[config.mk]
export PLATFORM = sky130hd
export DESIGN_NAME = imem_loader
export DESIGN_NICKNAME = d
export VERILOG_FILES = /design/src/rtl/imem_loader_pkg.sv /design/src/rtl/imem_loader_byte_packer.sv /design/src/rtl/imem_loader.sv
export SDC_FILE = /design/constraint.sdc
export NUM_CORES = 1
export LEC_CHECK = 0
export CELL_PAD_IN_SITES_DETAIL_PLACEMENT = 1
export CELL_PAD_IN_SITES_GLOBAL_PLACEMENT = 1
export CORE_MARGIN = 5
export CORE_UTILIZATION = 40
export CTS_CLUSTER_DIAMETER = 120
export DETAILED_ROUTE_END_ITERATION = 8
export DONT_BUFFER_PORTS = 1
export MAX_ROUTING_LAYER = met4
export PLACE_DENSITY_LB_ADDON = 0.1
export SETUP_SLACK_MARGIN = 0.2
export SLEW_MARGIN = 20
export SYNTH_ARGS = -nofsm -noshare
export SYNTH_HDL_FRONTEND = slang
export SYNTH_SLANG_ARGS = --single-unit
[constraint.sdc]
create_clock -name clk -period 1.6 [get_ports clk]
set_input_delay 0.16 -clock clk [delete_from_list [all_inputs] [get_ports clk]]
set_output_delay 0.16 -clock clk [all_outputs]
set_load 0.005 [all_outputs]
[src/rtl/imem_loader_pkg.sv]
// Shared types and constants for the boot-time instruction memory loader.
// Optional build macro: IMEM_LOADER_CHECKSUM_EN (adds trailing XOR checksum byte).
package imem_loader_pkg;

    localparam int unsigned HDR_LEN        = 2;
    localparam int unsigned BYTES_PER_WORD = 4;
    localparam int unsigned BYTE_CNT_W     = $clog2(BYTES_PER_WORD);
    localparam int unsigned WORD_W         = 8 * BYTES_PER_WORD;

    typedef enum logic [2:0] {
        ST_HDR_HI,
        ST_HDR_LO,
        ST_DATA,
`ifdef IMEM_LOADER_CHECKSUM_EN
        ST_CSUM,
`endif
        ST_DONE,
        ST_ERR
    } state_e;

endpackage

[src/rtl/imem_loader_byte_packer.sv]
// 8->32 big-endian byte packer: first byte of a group lands in word[31:24].
module byte_packer
    import imem_loader_pkg::*;
(
    input  logic              clk,
    input  logic              rst,
    input  logic              clear,
    input  logic              byte_en,
    input  logic [7:0]        byte_in,
    output logic [WORD_W-1:0] word,
    output logic              word_valid,
    output logic              last_byte_c
);

    localparam int unsigned SHIFT_W = WORD_W - 8;

    logic [BYTE_CNT_W-1:0] cnt_q, cnt_d;
    logic [SHIFT_W-1:0]    shift_q, shift_d;
    logic [WORD_W-1:0]     word_q, word_d;
    logic                  word_valid_q, word_valid_d;

    assign last_byte_c = (cnt_q == BYTE_CNT_W'(BYTES_PER_WORD - 1));
    assign word        = word_q;
    assign word_valid  = word_valid_q;

    // Shift bytes in; on the last byte of a group publish the word for one cycle.
    always_comb begin
        cnt_d        = cnt_q;
        shift_d      = shift_q;
        word_d       = word_q;
        word_valid_d = 1'b0;
        if (clear) begin
            cnt_d   = '0;
            shift_d = '0;
        end else if (byte_en) begin
            if (last_byte_c) begin
                word_d       = {shift_q, byte_in};
                word_valid_d = 1'b1;
                cnt_d        = '0;
            end else begin
                shift_d = {shift_q[SHIFT_W-9:0], byte_in};
                cnt_d   = cnt_q + BYTE_CNT_W'(1);
            end
        end
    end

    // Packer state registers.
    always_ff @(posedge clk) begin
        if (rst) begin
            cnt_q        <= '0;
            shift_q      <= '0;
            word_q       <= '0;
            word_valid_q <= 1'b0;
        end else begin
            cnt_q        <= cnt_d;
            shift_q      <= shift_d;
            word_q       <= word_d;
            word_valid_q <= word_valid_d;
        end
    end

endmodule

[src/rtl/imem_loader.sv]
// Boot-time instruction RAM writer: parses N-word header, streams big-endian
// words into RAM, holds the core in reset until the image is complete.
// Optional build macro: IMEM_LOADER_CHECKSUM_EN (trailing XOR checksum byte).
module imem_loader
    import imem_loader_pkg::*;
#(
    parameter int unsigned ADDR_W = 8
) (
    input  logic                clk,
    input  logic                rst,
    input  logic                in_valid,
    output logic                in_ready,
    input  logic [7:0]          in_data,
    input  logic                reload,
    output logic                mem_we,
    output logic [ADDR_W-1:0]   mem_waddr,
    output logic [WORD_W-1:0]   mem_wdata,
    output logic                cpu_rst,
    output logic                done,
    output logic                err,
    output logic [ADDR_W:0]     words_loaded
);

    localparam int unsigned CNT_W = ADDR_W + 1;
    localparam int unsigned DEPTH = 1 << ADDR_W;

`ifdef IMEM_LOADER_CHECKSUM_EN
    localparam state_e ST_FINISH = ST_CSUM;
`else
    localparam state_e ST_FINISH = ST_DONE;
`endif

    state_e              state_q, state_d;
    logic [7:0]          n_hi_q, n_hi_d;
    logic [CNT_W-1:0]    n_words_q, n_words_d;
    logic [CNT_W-1:0]    words_q, words_d;
    logic [ADDR_W-1:0]   waddr_q, waddr_d;
    logic                cpu_rst_q, cpu_rst_d;
    logic                done_q, done_d;
    logic                err_q, err_d;
    logic                in_ready_q, in_ready_d;
`ifdef IMEM_LOADER_CHECKSUM_EN
    logic [7:0]          csum_q, csum_d;
`endif

    logic                accept_c;
    logic                restart_c;
    logic                pack_en_c;
    logic                last_byte_c;
    logic [15:0]         hdr_n_c;
    logic                pk_valid;
    logic [WORD_W-1:0]   pk_word;

    assign accept_c  = in_valid && in_ready_q;
    assign restart_c = reload && ((state_q == ST_DONE) || (state_q == ST_ERR));
    assign pack_en_c = accept_c && (state_q == ST_DATA);
    assign hdr_n_c   = {n_hi_q, in_data};

    byte_packer u_packer (
        .clk         (clk),
        .rst         (rst),
        .clear       (restart_c),
        .byte_en     (pack_en_c),
        .byte_in     (in_data),
        .word        (pk_word),
        .word_valid  (pk_valid),
        .last_byte_c (last_byte_c)
    );

    assign in_ready     = in_ready_q;
    assign mem_we       = pk_valid;
    assign mem_waddr    = waddr_q;
    assign mem_wdata    = pk_word;
    assign cpu_rst      = cpu_rst_q;
    assign done         = done_q;
    assign err          = err_q;
    assign words_loaded = words_q;

    // Next-state, counters and registered status outputs.
    always_comb begin
        state_d   = state_q;
        n_hi_d    = n_hi_q;
        n_words_d = n_words_q;
        words_d   = words_q;
        waddr_d   = waddr_q;
`ifdef IMEM_LOADER_CHECKSUM_EN
        csum_d    = accept_c ? (csum_q ^ in_data) : csum_q;
`endif

        case (state_q)
            ST_HDR_HI: begin
                if (accept_c) begin
                    n_hi_d  = in_data;
                    state_d = ST_HDR_LO;
                end
            end
            ST_HDR_LO: begin
                if (accept_c) begin
                    if (hdr_n_c == 16'd0) begin
                        state_d = ST_FINISH;
                    end else if (32'(hdr_n_c) > DEPTH) begin
                        state_d = ST_ERR;
                    end else begin
                        n_words_d = CNT_W'(hdr_n_c);
                        state_d   = ST_DATA;
                    end
                end
            end
            ST_DATA: begin
                if (accept_c && last_byte_c) begin
                    waddr_d = words_q[ADDR_W-1:0];
                    words_d = words_q + CNT_W'(1);
                    if (words_d == n_words_q) begin
                        state_d = ST_FINISH;
                    end
                end
            end
`ifdef IMEM_LOADER_CHECKSUM_EN
            ST_CSUM: begin
                if (accept_c) begin
                    state_d = (csum_d == 8'h00) ? ST_DONE : ST_ERR;
                end
            end
`endif
            ST_DONE, ST_ERR: begin
                if (restart_c) begin
                    state_d = ST_HDR_HI;
                    words_d = '0;
`ifdef IMEM_LOADER_CHECKSUM_EN
                    csum_d  = 8'h00;
`endif
                end
            end
            default: state_d = ST_ERR;
        endcase

        done_d     = (state_d == ST_DONE);
        err_d      = (state_d == ST_ERR);
        in_ready_d = !((state_d == ST_DONE) || (state_d == ST_ERR));
        // Core leaves reset one cycle after DONE is entered; reload re-asserts it.
        cpu_rst_d  = !((state_q == ST_DONE) && !restart_c);
    end

    // State and output registers.
    always_ff @(posedge clk) begin
        if (rst) begin
            state_q    <= ST_HDR_HI;
            n_hi_q     <= '0;
            n_words_q  <= '0;
            words_q    <= '0;
            waddr_q    <= '0;
            cpu_rst_q  <= 1'b1;
            done_q     <= 1'b0;
            err_q      <= 1'b0;
            in_ready_q <= 1'b1;
`ifdef IMEM_LOADER_CHECKSUM_EN
            csum_q     <= 8'h00;
`endif
        end else begin
            state_q    <= state_d;
            n_hi_q     <= n_hi_d;
            n_words_q  <= n_words_d;
            words_q    <= words_d;
            waddr_q    <= waddr_d;
            cpu_rst_q  <= cpu_rst_d;
            done_q     <= done_d;
            err_q      <= err_d;
            in_ready_q <= in_ready_d;
`ifdef IMEM_LOADER_CHECKSUM_EN
            csum_q     <= csum_d;
`endif
        end
    end

endmodule

==> metrics.txt, run 1 <==
Die H 111 um; outcome complete, but fails checks; Worst Path Max Fanout 7; Cell variety after synth 52; RSZ-0062 raised after global routing true; Ports 66; post-synth top area share 48.8%; Post-Syn Area per Cell 8.15 um^2; Min Clock Period, post-route approximately 1800 ps; worst setup margin -236 ps; # DRC 0; DR vias between 3000 and 4000; 1st-pass router iterations 5; Row Count 37; Seq pwr share about 55%; largest net degree at the start of global routing 74; Routed WL ~14 mm; YS warnings 0; P_leak 0.00209 uW; pwr dens between 800 and 900 nW/um^2; core region area 10200 um^2; depth of the CTS H-tree 3; crit start category flip-flop; Hold WS -160 ps; actual slew at the worst max-slew pin 380 ps; Num CTS Buffers 9; CP arrival ~2100 ps; Sum Neg Setup Slack -1420 ps; Clock transition at path regs about 120 ps; register bit count reported by yosys 100; Die ar. roughly 12000 um^2; Final Wtd Congestion approximately 0.81; GR Overflow Total 0; worst hold-check path type input pin to flip-flop; maximum root-to-sink buffer count 2; # clock sinks 100; DR iter-0 viols about 180; Initial Util roughly two fifths; failing checks hold timing, setup timing; Final Hold Vio Count around 70; Clock Latency Late Sink around 370 ps; fmax around 0.54 GHz; Synth area leaders dfxtp_1, nand2_1, a21oi_1; clock group share of total power approximately a third; Net Sw Frac 28.0%; Comb power frac a little under an eighth; Synth Instances between 500 and 600; first-pass GRT wire length between 20 and 25 mm; Yosys top cell by area dfxtp_1; diodes inserted 0; vias in the first global route just under 4000; ANT nets after route 0; initial antenna violation count 0; die width between 100 and 150 um; post-synthesis sequential area ratio 48.8%; Slew Viols, Final 0; setup violators final 11; ys flop type dfxtp_1; DP HPWL around 8 mm; CTS tree done; Worst Path Required ~1900 ps; GRT Overall Usage 20.4%; syn_nets between 500 and 600; Port-buffer cells 0; Crit Path Class flip-flop to flip-flop; EDFF count, synth 0; share of cells above drive strength 1 a little under two fifths; Max Clock Skew ~19 ps; NumNets Final 591; fraction of registers with async set/reset 0%; # hold bufs at CTS 10; wire per inst a little under 20 um; Slew HR roughly 75%; final period utilization 115%; CP endpoint kind flip-flop; Internal Power roughly 3400 uW; mapped cell area slightly above 4000 um^2; Max-Cap Viols 0; Psw 1330 uW; Area growth, synth to finish 43.9%; Peak supply drop between 0.0005 and 0.0006 V; via/cell ratio 5.43; CTS Root Buffer Type clkbuf_8
## critical path, cell delays in order, from the launching register on
cell	delay, ps
dfxtp_2	370
buf_4	170
xor2_1	260
xnor2_1	130
nor3_1	210
nand4b_1	230
buf_4	230
o31ai_4	160
## cell usage in the layout (no fill, tap or decap), types with 10 or more instances in the layout
master | synthesis | routed
a21oi_1 | 84 | 51
nand3_1 | 13 | 11
dfxtp_1 | 100 | 88
nand2_1 | 144 | 113
buf_4 | 2 | 54
dlygate4sd3_1 | 0 | 10
buf_6 | 1 | 14
a21oi_2 | 0 | 33
nor2_1 | 26 | 20
nand2_4 | 0 | 22
## flip-flops by register name, indices dropped and copies added (netlist names)
| name | flops |
|---|---|
| cpu_rst | 1 |
| done | 1 |
| err | 1 |
| in_ready | 1 |
| mem_waddr | 8 |
| n_hi_q | 8 |
| n_words_q | 9 |
| state_q | 3 |
| u_packer.cnt_q | 2 |
| u_packer.shift_q | 24 |
| u_packer.word | 32 |
| u_packer.word_valid | 1 |
| words_loaded | 9 |
## cell families (layout without fill, tap and decap cells)
logic type      count (synthesis)  after routing  share of synthesized area [%]
xor+xnor                       11             11                           2.53
simple gates                  226            226                           25.7
mux                             9              9                           2.19
fa+ha+maj                       2              2                          0.609
buf+inv                        41            119                           4.72
compound gates                115            115                           15.5
flops                         100            100                           48.8
## synth_stat cells (4+ instances only)
master and instances:
nand2b_1 5, and2_1 4, buf_2 19, mux2i_1 9
nand2_1 144, xnor2_1 5, xor2_1 5, o21ai_0 9
nand4_1 4, nand3_1 13, nor2_1 26, dfxtp_1 100
clkbuf_1 11, a21oi_1 84, nor3_1 5, inv_1 7
a31oi_1 5
## cell type report
cell class	count	area, um^2
fill	1143	4280
clock inverter	7	67.6
timing repair buffer	96	1070
tap	136	170
clock buffer	9	124
sequential	100	2020
multi-input combinational	363	2420
inverter	7	28.8
## routing by layer
| metal | up-vias | share of wire [%] | global-route usage (%) |
|---|---|---|---|
| met3 | 18 | 4.8 | 5.08 |
| met5 | - | 0 | - |
| met4 | 0 | 1.5 | 6.33 |
| met1 | 1953 | 44 | 24.1 |
| li1 | 1847 | - | - |
| met2 | 84 | 50 | 34.1 |
## stage by stage
stage | setup slack [ps] | cells | power [uW] | utilization, % | cell area [um^2]
2_1_floorplan | 42.8 | 504 | 2910 | - | 4160
3_3_place_gp | -193 | 657 | 3000 | 45.1 | 4600
3_5_place_dp | -172 | 657 | 3010 | 45.1 | 4600
4_1_cts | -144 | 698 | 4670 | 50.8 | 5170
5_1_grt | -272 | 718 | 4960 | 58.0 | 5910
6_report | -236 | 718 | 4740 | 58.0 | 5910
## what timing repair did
action | 4_1_cts | 5_1_grt
resized for setup | 38 | 118
cloned | 2 | 8
endpoints found under the setup margin | 94 | 91
pin swaps | 15 | 23
hold endpoints to repair | 78 | 69
buffers inserted | 13 | 12
## power by group through the flow
stage               Combinational (uW)  Sequential (uW)  Clock (uW)
finish                             545             2590        1610
global route                       583             2600        1770
CTS                                435             2590        1650
detailed placement                 366             2640           0
global placement                   357             2640           0
floorplan                          278             2630           0
## final timing paths
kind / startpoint / endpoint / slack [ps] / cells after the start
worst max-delay path: words_loaded[3] / state_q[0] / -240 / 7
worst max register to register: words_loaded[3] / state_q[0] / -240 / 7
worst min-delay path: rst / u_packer.word[14] / -160 / 1
worst min register to register: u_packer.shift_q[16] / u_packer.word[24] / 470 / 2
No activity file was read; power rests on OpenSTA's default activity.
==> inputs of run 2 (changes only) <==
==> constraint.sdc (replaced) <==
create_clock -name clk -period 1.5 [get_ports clk]
set_input_delay 0.15 -clock clk [delete_from_list [all_inputs] [get_ports clk]]
set_output_delay 0.15 -clock clk [all_outputs]
set_load 0.005 [all_outputs]
==> run 2 against run 1 <==
Net effect: the flow still finishes with violations (hold timing, setup timing); combinational power increased by 23%; total power up 7.8%; clock power is 4% higher; routed wire length is 4.1% higher; sequential share of layout area up 0.63 points; sequential power up 7%; setup slack worse by 84 ps; non-clock buffer count up 3; clock skew fell by 4.6 ps; critical path depth is 1 higher; count of clock-buffer cells in the layout grew 1; largest power group unchanged.
==> metrics.txt, run 2 (synthesis results as in run 1) <==
Reg2Reg Depth 8 (was 7); Post-DP Area 4630 um^2 (was 4600 um^2); worst setup margin -319 ps (was -236 ps); CTS tree done (unchanged); met1 wire length 5.89 mm (was 6.08 mm); Reg2Reg Launch Point words_loaded[1] (was words_loaded[3]); most frequent cells in the layout nand2_1, dfxtp_1, a21oi_1 (was nand2_1, dfxtp_1, buf_4); RSZ-0062 raised after global routing true (unchanged); worst hold-check path type input pin to flip-flop (unchanged); NumNets Final 594 (was 591); die width 111 um (unchanged); Min Clock Period, post-route 1820 ps (was 1840 ps); Area growth, synth to finish 40.7% (was 43.9%); GRT Overall Usage 22.3% (was 20.4%); outcome complete, but fails checks (unchanged); DP HPWL 8.07 mm (was 8.02 mm); Worst Path Max Fanout 4 (was 7); Port-buffer cells 0 (unchanged); Row Count 37 (unchanged); share of cells above drive strength 1 34.5% (was 37.5%); Num CTS Buffers 9 (unchanged); diodes inserted 0 (unchanged); first-pass GRT wire length 21.8 mm (was 20.1 mm); DR iter-0 viols 203 (was 177); setup violators final 51 (was 11); largest net degree at the start of global routing 74 (unchanged); clock group share of total power 32.8% (was 33.9%); Worst Path Required 1750 ps (was 1880 ps); maximum root-to-sink buffer count 2 (unchanged); GR Overflow Total 0 (unchanged); Slew HR 69.9% (was 74.6%); # clock sinks 100 (unchanged); Max-Cap Viols 0 (unchanged); Ports 66 (unchanged); Slew Viols, Final 0 (unchanged); Max Clock Skew 14.1 ps (was 18.8 ps); ANT nets after route 0 (unchanged); highest metal used met4 (unchanged); commonest non-fill, non-tap cell in the layout nand2_1 (unchanged); end of the critical path state_q[0] (unchanged); failing checks hold timing, setup timing (unchanged); Net Sw Frac 27.9% (was 28.0%); Final Hold Vio Count 68 (unchanged); Crit Path Class flip-flop to flip-flop (unchanged); Crit Reg-Reg Endpoint state_q[0] (unchanged); initial antenna violation count 0 (unchanged); via/cell ratio 5.48 (was 5.43); Peak supply drop 0.000475 V (was 0.000585 V); Final Total Pwr 5110 uW (was 4740 uW); crit start category flip-flop (unchanged); CP arrival 2070 ps (was 2110 ps); CP endpoint kind flip-flop (unchanged); Seq pwr share 54.1% (was 54.6%); Clock transition at path regs 110 ps (was 120 ps); # hold bufs at CTS 10 (unchanged); final period utilization 121% (was 115%); vias in the first global route 4111 (was 3955); Die H 111 um (unchanged); depth of the CTS H-tree 3 (unchanged); Hold WS -162 ps (was -160 ps); Psw 1430 uW (was 1330 uW); 1st-pass router iterations 4 (was 5); Routed WL 14.5 mm (was 13.9 mm); Comb power frac 13.1% (was 11.5%); max reg flops 32 (unchanged); R2R Setup Slk -320 ps (was -240 ps); met3 wire length 881 um (was 674 um); fin area 5780 um^2 (was 5910 um^2); # DRC 0 (unchanged); Die ar. 12400 um^2 (unchanged); wire per inst 20.1 um (was 19.4 um); pwr dens 885 nW/um^2 (was 803 nW/um^2); Clock Latency Late Sink 370 ps (about the same); Initial Util 40.3% (unchanged); DR vias 3952 (was 3902); WL met2 7.32 mm (was 6.95 mm); P_leak 0.00211 uW (was 0.00209 uW); Critical path origin words_loaded[1] (was words_loaded[3]); Internal Power 3690 uW (was 3410 uW); core region area 10200 um^2 (unchanged); actual slew at the worst max-slew pin 451 ps (was 380 ps); CTS Root Buffer Type clkbuf_8 (unchanged); Final Wtd Congestion 0.852 (was 0.808); fmax 0.550 GHz (was 0.545 GHz)
-- run 2: changes by cell type in the layout (fill, tap and decap cells not counted), sizes merged --
cell      delta
buf          +6
bufbuf       +1
clkbuf       -3
clkinv       -1
clkinvlp     +2
inv          -2
-- run 2: timing repair --
item,CTS,global route
setup endpoints to repair,98,99
endpoints found under the hold margin,78,69
pin swaps,12,20
buffers inserted,16,9
gates resized for setup,56,74
cloned,6,4
-- run 2: layer usage --
metal | track usage [%] | vias to the layer above
met2 | 37.6 | 112
li1 | - | 1857
met5 | - | -
met4 | 6.81 | 0
met3 | 4.97 | 26
met1 | 26.7 | 1957
-- run 2: metrics by stage --
| step | std cells | hold slack, ps | TNS (ps) | utilization (%) | setup WS [ps] |
|---|---|---|---|---|---|
| after global routing | 721 | -195 | -8780 | 56.7 | -366 |
| after detailed placement | 661 | 231 | -4230 | 45.4 | -195 |
| after CTS | 709 | -171 | -2370 | 52.7 | -194 |
| after global placement | 661 | 224 | -2090 | 45.4 | -184 |
| after floorplan | 504 | 265 | -103 | - | -57.1 |
| final | 721 | -162 | -4130 | 56.7 | -319 |
-- run 2: how the worst min path moves through the flow --
stage / from / end / slack, ps / cells past startpoint
5_1_grt: rst / u_packer.word[12] / -200 / 1
2_1_floorplan: reload / cpu_rst / 260 / 2
3_5_place_dp: rst / words_loaded[1] / 230 / 1
6_report: rst / u_packer.word[18] / -160 / 1
3_3_place_gp: rst / words_loaded[1] / 220 / 1
4_1_cts: rst / words_loaded[4] / -170 / 1
-- run 2: final cells by class --
class | count | area [um^2]
fillers | 1162 | 4410
multi-input cells | 363 | 2300
flip-flops and latches | 100 | 2020
repair buffers | 99 | 1070
well taps | 136 | 170
clock buffers | 10 | 128
clock inverters | 6 | 55.1
inverters | 7 | 31.3
-- run 2: power by group through the flow --
stage          clock (uW)  sequential [uW]  combinational (uW)
2_1_floorplan           0             2810                 304
5_1_grt              1860             2770                 712
3_5_place_dp            0             2820                 435
4_1_cts              1710             2760                 607
3_3_place_gp            0             2810                 422
6_report             1680             2770                 671
-- run 2: worst max-delay path, cell delays in order (launching register included) --
cell and delay, ps:
dfxtp_4 390, buf_4 130, buf_4 120, a21oi_1 100
o311ai_2 350, o41ai_2 150, a31oi_2 250, buf_4 160
o31ai_1 60
==> inputs of run 3 (changes only) <==
--- a/config.mk
+++ b/config.mk
@@ -13,7 +13,7 @@
 export DETAILED_ROUTE_END_ITERATION = 8
 export DONT_BUFFER_PORTS = 1
 export MAX_ROUTING_LAYER = met4
-export PLACE_DENSITY_LB_ADDON = 0.1
+export PLACE_DENSITY = 0.81
 export SETUP_SLACK_MARGIN = 0.2
 export SLEW_MARGIN = 20
 export SYNTH_ARGS = -nofsm -noshare
==> run 3 against run 2 <==
Net effect: the run still ends with hold timing, setup timing left; routed wire length rose by 20%; global-route usage is 3.8 points higher; total power up 4.0%; critical endpoint is now n_words_q[3]; highest routed layer unchanged.
==> metrics.txt, run 3 (synthesis results as in run 1) <==
outcome complete, but fails checks (unchanged); failing checks hold timing, setup timing (unchanged); min-delay src rst (unchanged); Port-buffer cells 0 (unchanged); P_leak 0.00210 uW (was 0.00211 uW); GR Overflow Total 0 (unchanged); Area growth, synth to finish 45.3% (was 40.7%); Max-Cap Viols 0 (unchanged); via/cell ratio 5.73 (was 5.48); critical-path cell list nor4_4, nand4_4, nor3b_2, buf_6, mux2i_1, nor2_1 (was buf_4, buf_4, a21oi_1, o311ai_2, o41ai_2, a31oi_2, buf_4, o31ai_1); Final Hold Vio Count 68 (unchanged); 1st-pass router iterations 4 (unchanged); CP endpoint kind flip-flop (unchanged); Worst Path Required 1770 ps (was 1750 ps); Peak supply drop 0.000467 V (was 0.000475 V); worst hold-check path type input pin to flip-flop (unchanged); die width 111 um (unchanged); max reg flops 32 (unchanged); Num CTS Buffers 9 (unchanged); Slew HR 72.9% (was 69.9%); DR iter-0 viols 269 (was 203); Crit Path Class flip-flop to flip-flop (unchanged); Ports 66 (unchanged); wire per inst 24.2 um (was 20.1 um); first-pass GRT wire length 24.8 mm (was 21.8 mm); Post-DP Area 4650 um^2 (was 4630 um^2); Die H 111 um (unchanged); Hold WS -154 ps (was -162 ps); core region area 10200 um^2 (unchanged); Die ar. 12400 um^2 (unchanged); vias in the first global route 4461 (was 4111); commonest non-fill, non-tap cell in the layout nand2_1 (unchanged); pwr dens 892 nW/um^2 (was 885 nW/um^2); Final Total Pwr 5320 uW (was 5110 uW); maximum root-to-sink buffer count 2 (unchanged); largest net degree at the start of global routing 74 (unchanged); Routed WL 17.4 mm (was 14.5 mm); DR vias 4125 (was 3952); CTS tree done (unchanged); Slew Viols, Final 0 (unchanged); diodes inserted 0 (unchanged); crit start category flip-flop (unchanged); initial antenna violation count 0 (unchanged); actual slew at the worst max-slew pin 405 ps (was 451 ps); slowest stage cell, crit path nor4_4 (was dfxtp_4); final period utilization 125% (was 121%); Clock transition at path regs 110 ps (about the same); worst setup margin -373 ps (was -319 ps); Initial Util 40.3% (unchanged); dpl cells 664 (was 661); # DRC 0 (unchanged); NumNets Final 593 (was 594); Reg2Reg Launch Point n_hi_q[3] (was words_loaded[1]); fin area 5970 um^2 (was 5780 um^2); ANT nets after route 0 (unchanged); setup violators final 83 (was 51); # clock sinks 100 (unchanged); share of cells above drive strength 1 35.8% (was 34.5%); most frequent cells in the layout nand2_1, dfxtp_1, a21oi_1 (unchanged); CTS Root Buffer Type clkbuf_8 (unchanged); fmax 0.534 GHz (was 0.550 GHz); Critical path origin n_hi_q[3] (was words_loaded[1]); Worst Path Max Fanout 8 (was 4); Min Clock Period, post-route 1870 ps (was 1820 ps); non-filler cells, final 720 (was 721); critical path's largest stage delay 400 ps (was 390 ps); RSZ-0062 raised after global routing true (unchanged); Final Wtd Congestion 0.827 (was 0.852); GRT Overall Usage 26.1% (was 22.3%); Row Count 37 (unchanged); Clock Latency Late Sink 380 ps (was 370 ps); # hold bufs at CTS 10 (unchanged); depth of the CTS H-tree 3 (unchanged); Max Clock Skew 17.1 ps (was 14.1 ps); CP arrival 2140 ps (was 2070 ps); DP HPWL 8.28 mm (was 8.07 mm)
run 3: where the power goes:
group          internal [uW]  total (uW)  switching (uW)  leakage (uW)
logic                    350         734             384       0.00118
registers               2700        2770            68.6      0.000815
clock network            745        1810            1070      0.000101
run 3: repair_timing:
action | CTS | global route
hold endpoints to repair | 79 | 70
setup endpoints to repair | 98 | 99
pin swaps | 17 | 14
gates cloned | 9 | 1
gates resized for setup | 82 | 67
setup buffers | 13 | 7
run 3: cell type report:
type                    instances  area (um^2)
flip-flops and latches        100         2030
inverters                       7         28.8
multi-input cells             363         2400
repair buffers                 98         1130
fillers                      1145         4220
clock buffers                  11          153
well taps                     136          170
clock inverters                 5         50.0
run 3: path summary, 6_finish.rpt:
| check | to | slack (ps) | cells after the start |
|---|---|---|---|
| worst min register to register | u_packer.shift_q[16] | 470 | 2 |
| worst max register to register | n_words_q[3] | -370 | 6 |
| worst min-delay path | u_packer.word_valid | -150 | 1 |
| worst max-delay path | n_words_q[3] | -370 | 6 |
run 3: stage by stage:
step                utilization [%]  TNS [ps]  worst slack, ps  hold WS, ps
floorplan                         -      -103            -57.1          265
global placement               45.7     -2990             -169          223
detailed placement             45.7     -5500             -215          229
CTS                            55.0     -4990             -214         -170
global route                   58.6    -12410             -423         -198
finish                         58.6     -7630             -373         -154
run 3: metal layers:
metal	vias up	GRT usage, %	wire (um)
met5	-	-	0
met4	0	9.89	565
met3	55	5.51	1060
met2	163	45.2	8820
met1	2055	29.6	6950
li1	1852	-	-
run 3: worst max-delay path, delay by kind of cell (launching register included):
| kind | cells | cell delay (ps) |
|---|---|---|
| buffers and inverters | 1 | 200 |
| DFF | 1 | 350 |
| muxes | 1 | 290 |
| and+or+nand+nor | 4 | 920 |
